==> config.mk <==
export PLATFORM = sky130hd
export DESIGN_NAME = window_feed_11_flat
export DESIGN_NICKNAME = d
export VERILOG_FILES = /design/src/rtl/window_feed_11_if.sv /design/src/rtl/window_feed_11.sv /design/src/flat_wrapper.sv
export SDC_FILE = /design/constraint.sdc
export NUM_CORES = 1
export LEC_CHECK = 0
export BUFFER_PORTS_ARGS = -buffer_cell sky130_fd_sc_hd__buf_2
export CAP_MARGIN = 10
export CORE_MARGIN = 1
export CORE_UTILIZATION = 54
export CTS_CLUSTER_DIAMETER = 150
export DETAILED_ROUTE_END_ITERATION = 16
export HOLD_SLACK_MARGIN = 0.06
export PLACE_DENSITY = 0.94
export SLEW_MARGIN = 20
export SYNTH_ARGS = -nofsm -noshare
export SYNTH_HDL_FRONTEND = slang
export SYNTH_SLANG_ARGS = --single-unit
==> constraint.sdc <==
create_clock -name clk -period 3.01 [get_ports clk]
set_input_delay 0.4515 -clock clk [delete_from_list [all_inputs] [get_ports clk]]
set_output_delay 0.4515 -clock clk [all_outputs]
set_load 0.02 [all_outputs]
==> src/rtl/window_feed_11_if.sv <==
// window_feed_11_if: sample stream and kernel/bias load bundle for window_feed_11.
//   din/din_valid/din_ready : serial feature samples, transfer = din_valid && din_ready
//   k_wr/k_addr/k_data      : kernel (addr 0..4) and bias (addr 5) write port
// master = producer side (testbench / upstream), slave = window_feed_11.
interface window_feed_11_if #(
  parameter int unsigned WIDTH_DATA   = 16,
  parameter int unsigned WIDTH_KERNEL = 8
);
  logic [WIDTH_DATA-1:0]   din;
  logic                    din_valid;
  logic                    din_ready;
  logic                    k_wr;
  logic [2:0]              k_addr;
  logic [WIDTH_KERNEL-1:0] k_data;

  modport master (
    output din, din_valid, k_wr, k_addr, k_data,
    input  din_ready
  );

  modport slave (
    input  din, din_valid, k_wr, k_addr, k_data,
    output din_ready
  );
endinterface

==> src/rtl/window_feed_11.sv <==
// window_feed_11: front end of the layer-11 1-D conv pipeline. Keeps a 5-tap sliding
// window over each FRAME_LEN-sample frame and drives the conv taps, kernel, bias and
// the registered one-cycle `enable` that paces conv -> relu -> pooling.
//   clk, rst          : clock, synchronous active-high reset
//   bus (slave)       : din/din_valid/din_ready stream, k_wr/k_addr/k_data kernel load
//   data_in1..5       : window taps, 1 = oldest, 5 = newest
//   kernel_in1..5/bias: kernel and bias registers (writable only in IDLE)
//   enable            : taps hold a new complete window
//   frame_done        : coincident with the last enable of a frame
//   k_err             : sticky flag for dropped kernel writes
// Build option: define WINDOW_FEED_PAD_EN for "same" padding (2 leading zeros preloaded,
// 2 trailing zeros shifted in a 2-cycle POST state, FRAME_LEN windows per frame).
module window_feed_11 #(
  parameter int unsigned WIDTH_DATA   = 16,
  parameter int unsigned WIDTH_KERNEL = 8,
  parameter int unsigned FRAME_LEN    = 64
) (
  input  logic                    clk,
  input  logic                    rst,
  window_feed_11_if.slave         bus,
  output logic [WIDTH_DATA-1:0]   data_in1,
  output logic [WIDTH_DATA-1:0]   data_in2,
  output logic [WIDTH_DATA-1:0]   data_in3,
  output logic [WIDTH_DATA-1:0]   data_in4,
  output logic [WIDTH_DATA-1:0]   data_in5,
  output logic [WIDTH_KERNEL-1:0] kernel_in1,
  output logic [WIDTH_KERNEL-1:0] kernel_in2,
  output logic [WIDTH_KERNEL-1:0] kernel_in3,
  output logic [WIDTH_KERNEL-1:0] kernel_in4,
  output logic [WIDTH_KERNEL-1:0] kernel_in5,
  output logic [WIDTH_KERNEL-1:0] bias,
  output logic                    enable,
  output logic                    frame_done,
  output logic                    k_err
);
  localparam int unsigned CntW = $clog2(FRAME_LEN + 1);

`ifdef WINDOW_FEED_PAD_EN
  localparam logic [2:0] FillInit = 3'd2;  // two leading zeros already in the window
`else
  localparam logic [2:0] FillInit = 3'd0;
`endif

  typedef enum logic [1:0] {StIdle, StRun, StPost} state_e;

  state_e                  state_q, state_d;
  logic [WIDTH_DATA-1:0]   win_q [5];
  logic [WIDTH_DATA-1:0]   win_d [5];
  logic [WIDTH_DATA-1:0]   win_base [5];
  logic [WIDTH_KERNEL-1:0] kern_q [5];
  logic [WIDTH_KERNEL-1:0] kern_d [5];
  logic [WIDTH_KERNEL-1:0] bias_q, bias_d;
  logic [2:0]              fill_q, fill_d, fill_base, fill_next;
  logic [CntW-1:0]         in_cnt_q, in_cnt_d, in_cnt_inc;
  logic                    clr_q, clr_d;
  logic                    enable_q, enable_d;
  logic                    frame_done_q, frame_done_d;
  logic                    k_err_q, k_err_d;
  logic                    accept, shift;
  logic [WIDTH_DATA-1:0]   shift_val;
`ifdef WINDOW_FEED_PAD_EN
  logic                    post_q, post_d;
`endif

  always_comb begin
    bus.din_ready = !rst && (state_q != StPost);
  end

  assign accept = bus.din_valid && bus.din_ready;

  always_comb begin
    state_d      = state_q;
    fill_d       = fill_q;
    in_cnt_d     = in_cnt_q;
    clr_d        = 1'b0;
    enable_d     = 1'b0;
    frame_done_d = 1'b0;
    kern_d       = kern_q;
    bias_d       = bias_q;
    k_err_d      = k_err_q;
    shift        = 1'b0;
    shift_val    = bus.din;
`ifdef WINDOW_FEED_PAD_EN
    post_d       = post_q;
`endif

    // The finished frame stays visible during its final enable cycle, then clears here.
    for (int i = 0; i < 5; i++) begin
      win_base[i] = clr_q ? '0 : win_q[i];
    end

    fill_base  = (state_q == StIdle) ? FillInit : fill_q;
    fill_next  = (fill_base == 3'd5) ? 3'd5 : fill_base + 3'd1;
    in_cnt_inc = in_cnt_q + CntW'(1);

    if (accept) begin
      shift    = 1'b1;
      fill_d   = fill_next;
      enable_d = (fill_next == 3'd5);
      in_cnt_d = in_cnt_inc;
      state_d  = StRun;
      if (in_cnt_inc == CntW'(FRAME_LEN)) begin
`ifdef WINDOW_FEED_PAD_EN
        state_d = StPost;
        post_d  = 1'b0;
`else
        frame_done_d = 1'b1;
        state_d      = StIdle;
        in_cnt_d     = '0;
        fill_d       = '0;
        clr_d        = 1'b1;
`endif
      end
    end

`ifdef WINDOW_FEED_PAD_EN
    if (state_q == StPost) begin
      shift     = 1'b1;
      shift_val = '0;
      enable_d  = 1'b1;
      if (post_q) begin
        frame_done_d = 1'b1;
        state_d      = StIdle;
        in_cnt_d     = '0;
        fill_d       = '0;
        clr_d        = 1'b1;
        post_d       = 1'b0;
      end else begin
        post_d = 1'b1;
      end
    end
`endif

    for (int i = 0; i < 5; i++) begin
      win_d[i] = win_base[i];
    end
    if (shift) begin
      for (int i = 0; i < 4; i++) begin
        win_d[i] = win_base[i+1];
      end
      win_d[4] = shift_val;
    end

    // state_q is still IDLE on the edge that accepts a frame's first sample.
    if (bus.k_wr) begin
      if ((state_q == StIdle) && (bus.k_addr <= 3'd5)) begin
        if (bus.k_addr == 3'd5) begin
          bias_d = bus.k_data;
        end else begin
          kern_d[bus.k_addr] = bus.k_data;
        end
      end else begin
        k_err_d = 1'b1;
      end
    end
  end

  always_ff @(posedge clk) begin
    if (rst) begin
      state_q      <= StIdle;
      fill_q       <= '0;
      in_cnt_q     <= '0;
      clr_q        <= 1'b0;
      enable_q     <= 1'b0;
      frame_done_q <= 1'b0;
      bias_q       <= '0;
      k_err_q      <= 1'b0;
      for (int i = 0; i < 5; i++) begin
        win_q[i]  <= '0;
        kern_q[i] <= '0;
      end
`ifdef WINDOW_FEED_PAD_EN
      post_q       <= 1'b0;
`endif
    end else begin
      state_q      <= state_d;
      fill_q       <= fill_d;
      in_cnt_q     <= in_cnt_d;
      clr_q        <= clr_d;
      enable_q     <= enable_d;
      frame_done_q <= frame_done_d;
      bias_q       <= bias_d;
      k_err_q      <= k_err_d;
      for (int i = 0; i < 5; i++) begin
        win_q[i]  <= win_d[i];
        kern_q[i] <= kern_d[i];
      end
`ifdef WINDOW_FEED_PAD_EN
      post_q       <= post_d;
`endif
    end
  end

  assign data_in1   = win_q[0];
  assign data_in2   = win_q[1];
  assign data_in3   = win_q[2];
  assign data_in4   = win_q[3];
  assign data_in5   = win_q[4];
  assign kernel_in1 = kern_q[0];
  assign kernel_in2 = kern_q[1];
  assign kernel_in3 = kern_q[2];
  assign kernel_in4 = kern_q[3];
  assign kernel_in5 = kern_q[4];
  assign bias       = bias_q;
  assign enable     = enable_q;
  assign frame_done = frame_done_q;
  assign k_err      = k_err_q;
endmodule

==> src/flat_wrapper.sv <==
// flat-port wrapper written by rule: the top's interface ports become plain ports
module window_feed_11_flat 
#(
  parameter int unsigned WIDTH_DATA   = 16,
  parameter int unsigned WIDTH_KERNEL = 8,
  parameter int unsigned FRAME_LEN    = 64
)
  (clk, rst, data_in1, data_in2, data_in3, data_in4, data_in5, kernel_in1, kernel_in2, kernel_in3, kernel_in4, kernel_in5, bias, enable, frame_done, k_err, bus_din, bus_din_valid, bus_k_wr, bus_k_addr, bus_k_data, bus_din_ready);
  window_feed_11_if #(.WIDTH_DATA(WIDTH_DATA), .WIDTH_KERNEL(WIDTH_KERNEL)) bus_i ();
  input  logic clk;
  input  logic rst;
  output logic [WIDTH_DATA-1:0] data_in1;
  output logic [WIDTH_DATA-1:0] data_in2;
  output logic [WIDTH_DATA-1:0] data_in3;
  output logic [WIDTH_DATA-1:0] data_in4;
  output logic [WIDTH_DATA-1:0] data_in5;
  output logic [WIDTH_KERNEL-1:0] kernel_in1;
  output logic [WIDTH_KERNEL-1:0] kernel_in2;
  output logic [WIDTH_KERNEL-1:0] kernel_in3;
  output logic [WIDTH_KERNEL-1:0] kernel_in4;
  output logic [WIDTH_KERNEL-1:0] kernel_in5;
  output logic [WIDTH_KERNEL-1:0] bias;
  output logic enable;
  output logic frame_done;
  output logic k_err;
  input wire logic [$bits(bus_i.din)-1:0] bus_din;
  input wire logic [$bits(bus_i.din_valid)-1:0] bus_din_valid;
  input wire logic [$bits(bus_i.k_wr)-1:0] bus_k_wr;
  input wire logic [$bits(bus_i.k_addr)-1:0] bus_k_addr;
  input wire logic [$bits(bus_i.k_data)-1:0] bus_k_data;
  output wire logic [$bits(bus_i.din_ready)-1:0] bus_din_ready;
  assign bus_i.din = bus_din;
  assign bus_i.din_valid = bus_din_valid;
  assign bus_i.k_wr = bus_k_wr;
  assign bus_i.k_addr = bus_k_addr;
  assign bus_i.k_data = bus_k_data;
  assign bus_din_ready = bus_i.din_ready;
  window_feed_11 #(.WIDTH_DATA(WIDTH_DATA), .WIDTH_KERNEL(WIDTH_KERNEL), .FRAME_LEN(FRAME_LEN)) u_core (.clk(clk), .rst(rst), .bus(bus_i), .data_in1(data_in1), .data_in2(data_in2), .data_in3(data_in3), .data_in4(data_in4), .data_in5(data_in5), .kernel_in1(kernel_in1), .kernel_in2(kernel_in2), .kernel_in3(kernel_in3), .kernel_in4(kernel_in4), .kernel_in5(kernel_in5), .bias(bias), .enable(enable), .frame_done(frame_done), .k_err(k_err));
endmodule
# After elaboration in Yosys (flattened, before gate mapping)

Memories as Yosys holds them, arrays and structs flattened.
Cells that the tools add are included.
W data, S select, Z words.

Word-level logic and storage cells: 66
Output and inout bits: 132
Memory bits (writable): 80
Memories: 1
Input bits: 31
Flip-flop bits (word level): 63

Bitwise gates (word level): 9
Add/subtract/negate cells: 2
Reductions and logical operators: 10
Multiplexer cells: 24
Magnitude comparators: 3
Eq/ne operators: 5

Memories:

| memory       | words | width | rd ports | clocked after Yosys merged registers in | write ports | line                 | RTL |
|---|---|---|---|---|---|---|---|
| u_core.win_q | 5     | 16    | 5        | 0                                       | 5           | window_feed_11.sv:47 | `logic [WIDTH_DATA-1:0] win_q [5];` |

Operator list:

| kind                  | count |
|---|---|
| $mux W16              | 10 |
| $mux W80              | 1 |
| $bwmux W40            | 1 |
| $demux W8 S3          | 1 |
| $eq A3 B3 Y1 const B  | 3 |
| $mux W3               | 3 |
| $mux W8               | 1 |
| $add A7 B1 Y7 const B | 1 |
| $eq A7 B7 Y1 const B  | 1 |
| $mux W7               | 1 |
| $mux W1               | 6 |
| $reduce_and A3 Y1     | 2 |
| $or A1 B1 Y1          | 5 |
| $ge A4 B4 Y1 const B  | 1 |
| $logic_and A1 B1 Y1   | 4 |
| $lt A4 B1 Y1 const B  | 1 |
| $not A3 Y4            | 1 |
| $add A3 B1 Y3 const B | 1 |
| $le A3 B3 Y1 const B  | 1 |
| $not A1 Y1            | 3 |
| $logic_not A2 Y1      | 1 |
| $ne A2 B2 Y1 const B  | 1 |
| $reduce_and A2 Y1     | 1 |
| $reduce_or A2 Y1      | 1 |
| $logic_not A1 Y1      | 1 |

# Depth between registers and ports, before layout

Gate-level depths: netlist (run 1).

Word-level depth: 6
Mapped depth: 6
Depth with buffers taken out: 6

# Worst setup path after synthesis (run 1)

Ideal clock, no wire load.

Kind: input to output
Start: in rst
End: out bus_din_ready
Required time: 2558 ps
Setup slack: 1280 ps
Stages on the path: 4
Path buffers: 3
Data arrival time: 1279 ps
Cells stage by stage: clkbuf_1 clkbuf_1 buf_2 inv_1

Cells in the longest elaborated chain, start to end: 2

Ends and longest elaborated chain:

| what                | line                 | RTL |
|---|---|---|
| start: declaration  | flat_wrapper.sv:11   | `input logic rst;` |
| $logic_not A1 Y1    | window_feed_11.sv:66 | `bus.din_ready = !rst && (state_q != StPost);` |
| $logic_and A1 B1 Y1 | window_feed_11.sv:66 |  |
| end: declaration    | flat_wrapper.sv:31   | `output wire logic [$bits(bus_i.din_ready)-1:0] bus_din_ready;` |

Every way passes these cells.

# Worst setup path after layout (run 1)

Ends and elaborated chain as after synthesis.

==> results of run 1 <==
## cell families (layout without fill, tap and decap cells)
group                    count (synthesis)  after routing
AO/OA/AOI/OAI                           33             33
flip-flops                             142            142
XOR/XNOR                                 4              4
adder cells (fa/ha/maj)                  1              1
multiplexers                           112            112
buffers and inverters                   34            205
AND/OR/NAND/NOR                        178            178
## through the flow
step	setup slack [ns]	instances	cell area, µm²	hold WS [ns]
4_1_cts	1.40	804	6640	0.184
6_report	1.39	804	6640	0.205
3_3_place_gp	1.13	772	6050	0.443
2_1_floorplan	1.28	504	5160	0.478
3_5_place_dp	1.11	772	6050	0.464
5_1_grt	1.33	804	6640	0.200
## metal layers
metal  up-vias  track usage  wire length (µm)
met5         -            0                 0
met4         0        0.145               526
met3        42       0.0724               724
met2       161        0.463              6490
met1      2001        0.285              5020
li1       2028            -                 -
## worst paths after layout
check                                      endpoint  slack [ns]
worst max-delay path                  bus_din_ready        1.39
worst min-delay path            u_core.win_q[0][68]        0.21
worst max register to register     u_core.fill_q[2]        1.44
worst min register to register         u_core.k_err        0.48
## worst reg2reg max path: cells and delay by family (launching register included)
kind / cells / cell delay, ns
AOI/OAI and AO/OA: 3 / 0.61
adders and majority gates: 1 / 0.25
and+or+nand+nor: 2 / 0.14
DFF: 1 / 0.44
## final cells by class
class / count / area (µm²)
flip-flops and latches: 142 / 2840
multi-input cells: 328 / 2160
fillers: 643 / 2610
inverters: 5 / 18.8
clock inverters: 13 / 153
clock buffers: 19 / 432
well taps: 129 / 161
repair buffers: 168 / 871
## sequential cells by signal (all words and copies together), names as in the netlist
| name | cells |
|---|---|
| u_core.bias | 8 |
| u_core.clr_q | 1 |
| u_core.enable | 1 |
| u_core.fill_q | 3 |
| u_core.in_cnt_q | 7 |
| u_core.k_err | 1 |
| u_core.kernel_in1 | 8 |
| u_core.kernel_in2 | 8 |
| u_core.kernel_in3 | 8 |
| u_core.kernel_in4 | 8 |
| u_core.kernel_in5 | 8 |
| u_core.state_q | 1 |
| u_core.win_q | 80 |
## power groups by stage
stage | clock [W] | combinational [W] | sequential (W)
global placement | 0 | 0.000274 | 0.00199
finish | 0.00204 | 0.000286 | 0.00195
detailed placement | 0 | 0.000283 | 0.00199
CTS | 0.00206 | 0.000285 | 0.00195
floorplan | 0 | 0.000143 | 0.00203
global route | 0.00215 | 0.000307 | 0.00196
## cells in the final DEF, fill, tap and decap left out, drive strengths merged, types with 3 or more instances in the layout
cell type / Yosys / routed
dfxtp: 142 / 142
clkbuf: 9 / 19
o21ai: 3 / 3
clkinvlp: 0 / 3
xor2: 4 / 4
a22oi: 17 / 17
a21oi: 8 / 8
nand2: 12 / 12
nor2: 141 / 141
clkinv: 1 / 4
buf: 20 / 168
nand3: 8 / 8
inv: 4 / 9
mux2i: 112 / 112
nand4: 5 / 5
==> impl_metrics.py, run 1 <==
metrics = {
    "status": {
        "status": "finished, final reports clean",
    },
    "run": {
        "maxCapViolations": 0,
    },
    "logic_synthesis": {
        "synth-adder-area-share": 0.00242,
        "synth_area_leaders": "dfxtp_1 55%, mux2i_1 22%, nor2_1 10%",
        "syn_area_mm2": 0.00516,
        "syn-num-nets": 536,
        "async_reset_ff_frac": 0,
        "synth.top_cell.area_share": 0.551,
        "synth.distinct_cells": 39,
        "yosys.area.top_type": "dfxtp_1",
        "yosys-top-cells-count": "142 x dfxtp_1, 139 x nor2_1, 112 x mux2i_1",
        "synth_top_flop_cell": "dfxtp_1",
        "synth_compound_area_frac": 0.0436,
        "synth_top_family_by_area": "multiplexers",
        "yosysWarnings": 0,
        "yosysSeqAreaShare": 0.551,
        "synth_seq_cells": 142,
        "synth.most_common_cell": "dfxtp_1",
        "synth_cells": 504,
        "synthSimpleGateAreaFrac": 0.148,
        "syn-mean-instance-area_um2": 10.2,
        "synth_edf_count": 0,
        "yosys.area_share.xor_xnor": 0.00679,
        "muxShareOfSynthArea": 0.217,
    },
    "floorplanning": {
        "die_area_mm2": 0.00996,
        "pin_count": 163,
        "dieHeight_um": 99.8,
        "start_util": 0.559,
        "core_area_mm2": 0.00924,
        "die-width_um": 99.8,
        "row_count": 35,
    },
    "clock_network": {
        "cts_tree": "built",
        "cts_resized": 0,
        "cts.sinks": 142,
        "clock_latency_ns": 0.51,
        "h-tree-depth": 4,
        "cts-root-buf": "clkbuf_8",
        "clkSlewWorstSetupHoldPaths_ns": 0.07,
        "holdBufCountCts": 0,
        "clk_path_buf_depth": 2,
        "postCtsSetupBuffers": 0,
        "cts_buffers": 17,
    },
    "route": {
        "dr.first_iter.drc_count": 205,
        "routed_via_density": 5.26,
        "drt_pass1_iterations": 6,
        "vias": 4232,
        "totalWireLength_um": 12800,
        "final_antenna_net_count": 0,
        "wl_per_cell_um": 15.9,
        "drc": 0,
    },
    "power": {
        "netSwitchingFraction": 0.242,
        "power.switching_w": 0.00103,
        "power_frac_seq": 0.457,
        "powerDensity_mw_per_mm2": 645,
        "clkPwrFrac": 0.476,
        "peakVddDrop_uv": 447,
        "cellLeakagePower_nw": 3.39,
        "power.total_w": 0.00428,
        "combPwrFrac": 0.067,
        "internal_power_w": 0.00324,
    },
    "timing": {
        "clock.fmax_mhz": 617,
        "slew_headroom": 0.507,
        "setup_viol": 0,
        "finalCritPeriodShare": 0.538,
        "rsz0062_at_grt": "false",
        "period_needed_ns": 1.62,
        "finalMaxSlewViolations": 0,
        "fin_setup_tns_ns": 0,
        "report.final.hold_viol_count": 0,
        "worst_pin_slew_ns": 0.739,
        "fin_skew_ns": 0.00811,
    },
    "layout": {
        "area_growth_pct": 28.5,
        "layout.nets": 694,
        "diodes": 0,
        "drive_gt1_frac": 0.310,
        "finish.utilization": 0.718,
    },
    "critical_path": {
        "ff2ff_path_depth": 6,
        "path_max_fanout": 36,
        "path_depth": 4,
        "crit_start": "rst",
        "cpPeakStageDelay_ns": 0.37,
        "path_buf_inv": 4,
        "worst-setup-path-type": "input port to output pin",
        "crit_arrival_ns": 1.17,
        "startpoint_type": "input port",
        "crit_top_cell": "buf_2",
        "cp_slowest_cell": "buf_4",
        "r2r-start": "u_core.in_cnt_q[0]",
        "worstPathCellList": "buf_2, buf_4, inv_1, buf_2",
        "worstPathRequired_ns": 2.56,
        "crit_family": "buffers and inverters",
        "worst_setup_path_end_kind": "output pin",
    },
    "global_route": {
        "grt_overflow_total": 0,
        "grt_first_pass_wirelength_um": 20400,
        "grt.total_usage": 0.263,
        "antenna_found_initial": 0,
        "grt_pass1_vias": 4237,
        "grt_max_degree": 53,
    },
    "placement": {
        "dpl.hpwl_um": 8740,
        "io_buffers": 162,
        "gp_congestion": 0.795,
    },
    "hold_path": {
        "hp-start": "bus_din[4]",
        "whs_path_depth": 3,
        "min_path_type": "input port to register",
    },
}
No activity file was read; power rests on OpenSTA's default activity.
==> run 2, diff against run 1 <==
--- a/config.mk
+++ b/config.mk
@@ -8,11 +8,11 @@
 export BUFFER_PORTS_ARGS = -buffer_cell sky130_fd_sc_hd__buf_2
 export CAP_MARGIN = 10
 export CORE_MARGIN = 1
-export CORE_UTILIZATION = 54
+export CORE_UTILIZATION = 50
 export CTS_CLUSTER_DIAMETER = 150
 export DETAILED_ROUTE_END_ITERATION = 16
 export HOLD_SLACK_MARGIN = 0.06
-export PLACE_DENSITY = 0.94
+export PLACE_DENSITY = 0.89
 export SLEW_MARGIN = 20
 export SYNTH_ARGS = -nofsm -noshare
 export SYNTH_HDL_FRONTEND = slang
==> constraint.sdc (replaced) <==
create_clock -name clk -period 1.61 [get_ports clk]
set_input_delay 0.2415 -clock clk [delete_from_list [all_inputs] [get_ports clk]]
set_output_delay 0.2415 -clock clk [all_outputs]
set_load 0.02 [all_outputs]
==> run 2 against run 1 <==
  * Critical path depth grew 2
  * Die area grew 7.8%
  * Clock power grew 94%
  * Wire length grew 7.2%
  * Combinational power grew 110%
  * Non-clock buffer count grew 23
  * Setup slack lost 1.3 ns
  * Via count grew 3.8%
  * Critical endpoint is now u_core.kernel_in2[3]
  * Largest cell class unchanged
  * Highest routed layer unchanged
==> impl_metrics.py, run 2 (same netlist as run 1, synthesis figures left out) <==
metrics = {
    "status": {
        "status": "finished, final reports clean",
    },
    "global_route": {
        "antenna_found_initial": 0,
        "grt_max_degree": 65,
        "grt_pass1_vias": 4381,
        "grt_overflow_total": 0,
        "grt.total_usage": 0.257,
        "grt_first_pass_wirelength_um": 21800,
    },
    "critical_path": {
        "regToRegSetupSlack_ns": 0.13,
        "rr_endpoint": "u_core.fill_q[2]",
        "r2r-start": "u_core.in_cnt_q[1]",
        "cp_slowest_cell": "or3_1",
        "cpPeakStageDelay_ns": 0.55,
        "crit_arrival_ns": 1.89,
        "worst-setup-path-type": "input port to register",
        "ff2ff_path_depth": 6,
        "path_max_fanout": 8,
        "worst_setup_path_end_kind": "register",
        "startpoint_type": "input port",
        "worstPathCellList": "dlygate4sd3_1, buf_2, nand3b_1, or3_1, mux2i_1, nor2_1",
        "worstPathRequired_ns": 2.01,
        "crit_start": "bus_k_wr",
    },
    "placement": {
        "dpl.hpwl_um": 8720,
        "pre_cts_ws_ns": 0.0782,
        "io_buffers": 162,
        "gp_congestion": 0.816,
    },
    "timing": {
        "report.final.hold_viol_count": 0,
        "fin_setup_tns_ns": 0,
        "slew_headroom": 0.685,
        "hold_ws_ns": 0.0745,
        "clock.fmax_mhz": 673,
        "setup_viol": 0,
        "worst_pin_slew_ns": 0.472,
        "fin_ws_ns": 0.123,
        "fin_skew_ns": 0.00804,
        "rsz0062_at_grt": "false",
        "finalMaxSlewViolations": 0,
        "finalCritPeriodShare": 0.923,
        "period_needed_ns": 1.49,
    },
    "clock_network": {
        "clkSlewWorstSetupHoldPaths_ns": 0.06,
        "cts-root-buf": "clkbuf_8",
        "cts_buffers": 17,
        "cts.sinks": 142,
        "clk_path_buf_depth": 2,
        "clock_latency_ns": 0.52,
        "h-tree-depth": 4,
        "cts_tree": "built",
    },
    "layout": {
        "layout.nets": 717,
        "finish.utilization": 0.700,
        "layout_common_cells": "161 x buf_2, 141 x dfxtp_1, 139 x nor2_1",
        "nFillCells": 678,
        "diodes": 0,
        "largest_register": "u_core.win_q",
        "largest_register_ffs": 80,
        "regArea_mm2": 0.00284,
        "multi_input_comb_area_mm2": 0.00216,
        "area_growth_pct": 34.4,
        "mostFrequentLayoutCell": "buf_2",
        "drive_gt1_frac": 0.305,
    },
    "floorplanning": {
        "die_area_mm2": 0.0107,
        "row_count": 36,
        "start_util": 0.521,
        "pin_count": 163,
        "dieHeight_um": 104,
        "core_area_mm2": 0.00991,
        "die-width_um": 104,
    },
    "route": {
        "routed_via_density": 5.29,
        "drc": 0,
        "dr.first_iter.drc_count": 229,
        "drt_pass1_iterations": 5,
        "totalWireLength_um": 13700,
        "final_antenna_net_count": 0,
        "wl_per_cell_um": 16.5,
        "vias": 4393,
    },
    "hold_path": {
        "min_path_type": "input port to register",
        "hp-start": "bus_k_data[1]",
        "whs_path_depth": 3,
        "min_to": "u_core.kernel_in3[1]",
    },
    "power": {
        "cellLeakagePower_nw": 3.52,
        "power.total_w": 0.00820,
        "peakVddDrop_uv": 682,
        "powerDensity_mw_per_mm2": 1180,
    },
    "run": {
        "maxCapViolations": 0,
    },
}
==> run 2: power by group <==
| group | leakage (nW) | switching (W) | internal (W) |
|---|---|---|---|
| logic | 2.08 | 0.000360 | 0.000241 |
| registers | 1.15 | 0.0000670 | 0.00359 |
| clock network | 0.289 | 0.00155 | 0.00239 |
| total | 3.52 | 0.00198 | 0.00622 |
==> run 2: metal layers <==
metal  vias up  global-route usage  part of all wire
met3        51              0.0692             0.051
met4         0               0.155             0.044
li1       2084                   -                 -
met5         -                   0                 0
met1      2093               0.278              0.39
met2       165               0.449              0.51
==> run 2: final cells by class <==
cell class / count / share of cell area
sequential: 142 / 0.410
multi-input combinational: 328 / 0.312
timing repair buffer: 191 / 0.165
clock buffer: 18 / 0.0602
clock inverter: 14 / 0.0263
tap: 133 / 0.0240
inverter: 5 / 0.00271
==> run 2: worst max-delay path, delay by kind of cell <==
| kind | cells | cell delay (ns) |
|---|---|---|
| buffers and inverters | 2 | 0.66 |
| multiplexers | 1 | 0.24 |
| AND/OR/NAND/NOR | 3 | 0.73 |
==> run 2: worst max path at each step <==
stage                     slack [ns]  depth (start not counted)              endpoint
after detailed placement        0.08                          6  u_core.kernel_in4[6]
after floorplan                 0.30                          4         bus_din_ready
after global routing            0.01                          6  u_core.kernel_in5[5]
after CTS                        0.1                          7  u_core.kernel_in4[6]
final                           0.12                          6  u_core.kernel_in2[3]
after global placement          0.15                          5  u_core.kernel_in2[3]
==> run 2: repair_timing <==
item | CTS | global route
hold endpoints to repair | 21 | 0
setup buffers | 0 | 1
gates resized for setup | 0 | 2
hold buffers | 21 | 0
setup endpoints to repair | 0 | 6
==> run 2: stage by stage <==
stage | cells | cell area (µm²)
after floorplan | 504 | 5160
after global placement | 777 | 6100
after detailed placement | 777 | 6100
after CTS | 830 | 6910
after global routing | 831 | 6940
final | 831 | 6940
==> run 3, diff against run 2 <==
--- a/config.mk
+++ b/config.mk
@@ -12,7 +12,7 @@
 export CTS_CLUSTER_DIAMETER = 150
 export DETAILED_ROUTE_END_ITERATION = 16
 export HOLD_SLACK_MARGIN = 0.06
-export PLACE_DENSITY = 0.89
+export PLACE_DENSITY = 0.84
 export SLEW_MARGIN = 20
 export SYNTH_ARGS = -nofsm -noshare
 export SYNTH_HDL_FRONTEND = slang
==> run 3 against run 2 <==
  * Sequential cell count did not move
  * Clock power rose by 4%
  * Cell count fell by 0.60%
  * Largest power group unchanged
  * Largest cell class unchanged
  * Setup slack got worse by 0.056 ns
==> impl_metrics.py, run 3 (same netlist as run 1, synthesis figures left out) <==
metrics = {
    "clock_network": {
        "cts.sinks": 142,
        "clk_path_buf_depth": 2,
        "clkSlewWorstSetupHoldPaths_ns": 0.06,
        "h-tree-depth": 4,
        "cts_tree": "built",
        "cts-root-buf": "clkbuf_8",
        "cts_buffers": 17,
        "clock_latency_ns": 0.51,
    },
    "timing": {
        "setup_viol": 0,
        "slew_headroom": 0.568,
        "period_needed_ns": 1.54,
        "rsz0062_at_grt": "false",
        "fin_skew_ns": 0.00618,
        "report.final.hold_viol_count": 0,
        "finalMaxSlewViolations": 0,
        "fin_setup_tns_ns": 0,
        "clock.fmax_mhz": 648,
        "finalCritPeriodShare": 0.958,
        "worst_pin_slew_ns": 0.648,
    },
    "floorplanning": {
        "core_area_mm2": 0.00991,
        "pin_count": 163,
        "start_util": 0.521,
        "row_count": 36,
        "dieHeight_um": 104,
        "die_area_mm2": 0.0107,
        "die-width_um": 104,
    },
    "layout": {
        "largest_register_ffs": 80,
        "nFillCells": 725,
        "layout_common_cells": "161 x buf_2, 141 x dfxtp_1, 139 x nor2_1",
        "drive_gt1_frac": 0.304,
        "fin_cells": 826,
        "largest_register": "u_core.win_q",
        "diodes": 0,
        "multi_input_comb_area_mm2": 0.00216,
        "area_growth_pct": 33.4,
        "layout.nets": 713,
        "mostFrequentLayoutCell": "buf_2",
        "regArea_mm2": 0.00284,
    },
    "route": {
        "totalWireLength_um": 13900,
        "wl_per_cell_um": 16.8,
        "vias": 4418,
        "dr.first_iter.drc_count": 271,
        "routed_via_density": 5.35,
        "drt_pass1_iterations": 5,
        "drc": 0,
        "final_antenna_net_count": 0,
    },
    "power": {
        "internal_power_w": 0.00652,
        "power.switching_w": 0.00183,
        "powerDensity_mw_per_mm2": 1210,
        "clkPwrFrac": 0.493,
        "peakVddDrop_uv": 901,
        "cellLeakagePower_nw": 3.49,
        "combPwrFrac": 0.069,
        "power_frac_seq": 0.438,
        "netSwitchingFraction": 0.219,
    },
    "critical_path": {
        "r2r-start": "u_core.in_cnt_q[1]",
        "rr_endpoint": "u_core.fill_q[2]",
        "worst-setup-path-type": "input port to register",
        "path_max_fanout": 8,
        "worstPathRequired_ns": 1.98,
        "regToRegSetupSlack_ns": 0.09,
        "crit_arrival_ns": 1.92,
        "startpoint_type": "input port",
        "ff2ff_path_depth": 6,
        "worst_setup_path_end_kind": "register",
    },
    "placement": {
        "dpl.hpwl_um": 8960,
        "gp_congestion": 0.814,
        "dp_cells": 777,
        "io_buffers": 162,
    },
    "status": {
        "status": "finished, final reports clean",
    },
    "global_route": {
        "grt_overflow_total": 0,
        "grt.total_usage": 0.259,
        "grt_pass1_vias": 4382,
        "grt_first_pass_wirelength_um": 21800,
        "grt_max_degree": 65,
        "antenna_found_initial": 0,
    },
    "hold_path": {
        "min_to": "u_core.in_cnt_q[0]",
        "whs_path_depth": 3,
        "hp-start": "bus_din_valid",
        "min_path_type": "input port to register",
    },
    "run": {
        "maxCapViolations": 0,
    },
}
[run 3: cell types whose count changed in the layout (fill, tap and decap cells not counted), moves of 2 or more]
| cell | before | now |
|---|---|---|
| inv_6 | 4 | 0 |
| buf_4 | 4 | 7 |
| clkbuf_1 | 1 | 3 |
| bufinv_16 | 3 | 5 |
| buf_12 | 5 | 2 |
| dlygate4sd3_1 | 21 | 17 |
[run 3: layout make-up]
class,instances,share of cell area
tap,133,0.0242
sequential,142,0.413
timing repair buffer,187,0.155
multi-input combinational,328,0.314
inverter,5,0.00272
clock inverter,10,0.0272
clock buffer,21,0.0638
[run 3: through the flow]
step / total power, W / hold slack [ns] / util / setup WS [ns] / cell area, µm²
floorplan: 0.00407 / 0.382 / - / 0.300 / 5160
global placement: 0.00424 / 0.445 / 0.612 / 0.162 / 6060
detailed placement: 0.00426 / 0.461 / 0.612 / 0.0884 / 6060
CTS: 0.00839 / 0.0602 / 0.692 / 0.0607 / 6860
global route: 0.00861 / 0.0702 / 0.695 / 0.00474 / 6890
finish: 0.00835 / 0.0780 / 0.695 / 0.0675 / 6890
[run 3: critical path, cell delays in order]
cell and delay (ns):
dlygate4sd3_1 0.53, buf_2 0.16, nand3b_1 0.10, or3_1 0.53, mux2i_1 0.29, nor2_1 0.06
[run 3: routing by layer]
layer	global-route usage	wire length, µm	vias to the layer above
li1	-	-	2065
met3	0.0711	782	23
met5	0	0	-
met1	0.287	5380	2164
met2	0.468	7470	166
met4	0.105	215	0
[run 3: how the worst max path moves through the flow]
stage                       start                    to  slack, ns  cells after the start
6_report                 bus_k_wr  u_core.kernel_in2[6]       0.07                      6
5_1_grt                  bus_k_wr  u_core.kernel_in2[6]      0.005                      6
4_1_cts        u_core.in_cnt_q[0]      u_core.fill_q[2]       0.06                      6
3_5_place_dp   u_core.in_cnt_q[0]      u_core.fill_q[2]       0.09                      6
3_3_place_gp        bus_k_addr[2]  u_core.kernel_in2[3]       0.16                      5
2_1_floorplan                 rst         bus_din_ready       0.30                      4
[run 3: power groups by stage]
| stage | clock (W) | combinational, W | sequential, W |
|---|---|---|---|
| after global placement | 0 | 0.000517 | 0.00372 |
| final | 0.00412 | 0.000579 | 0.00366 |
| after CTS | 0.00417 | 0.000570 | 0.00365 |
| after detailed placement | 0 | 0.000534 | 0.00373 |
| after global routing | 0.00433 | 0.000617 | 0.00366 |
| after floorplan | 0 | 0.000268 | 0.00380 |
[run 3: timing repair]
item                                   in CTS  in global routing
hold buffers                               17                  0
setup endpoints to repair                   0                  3
buffers inserted                            0                  1
resized for setup                           0                  3
endpoints found under the hold margin      17                  0
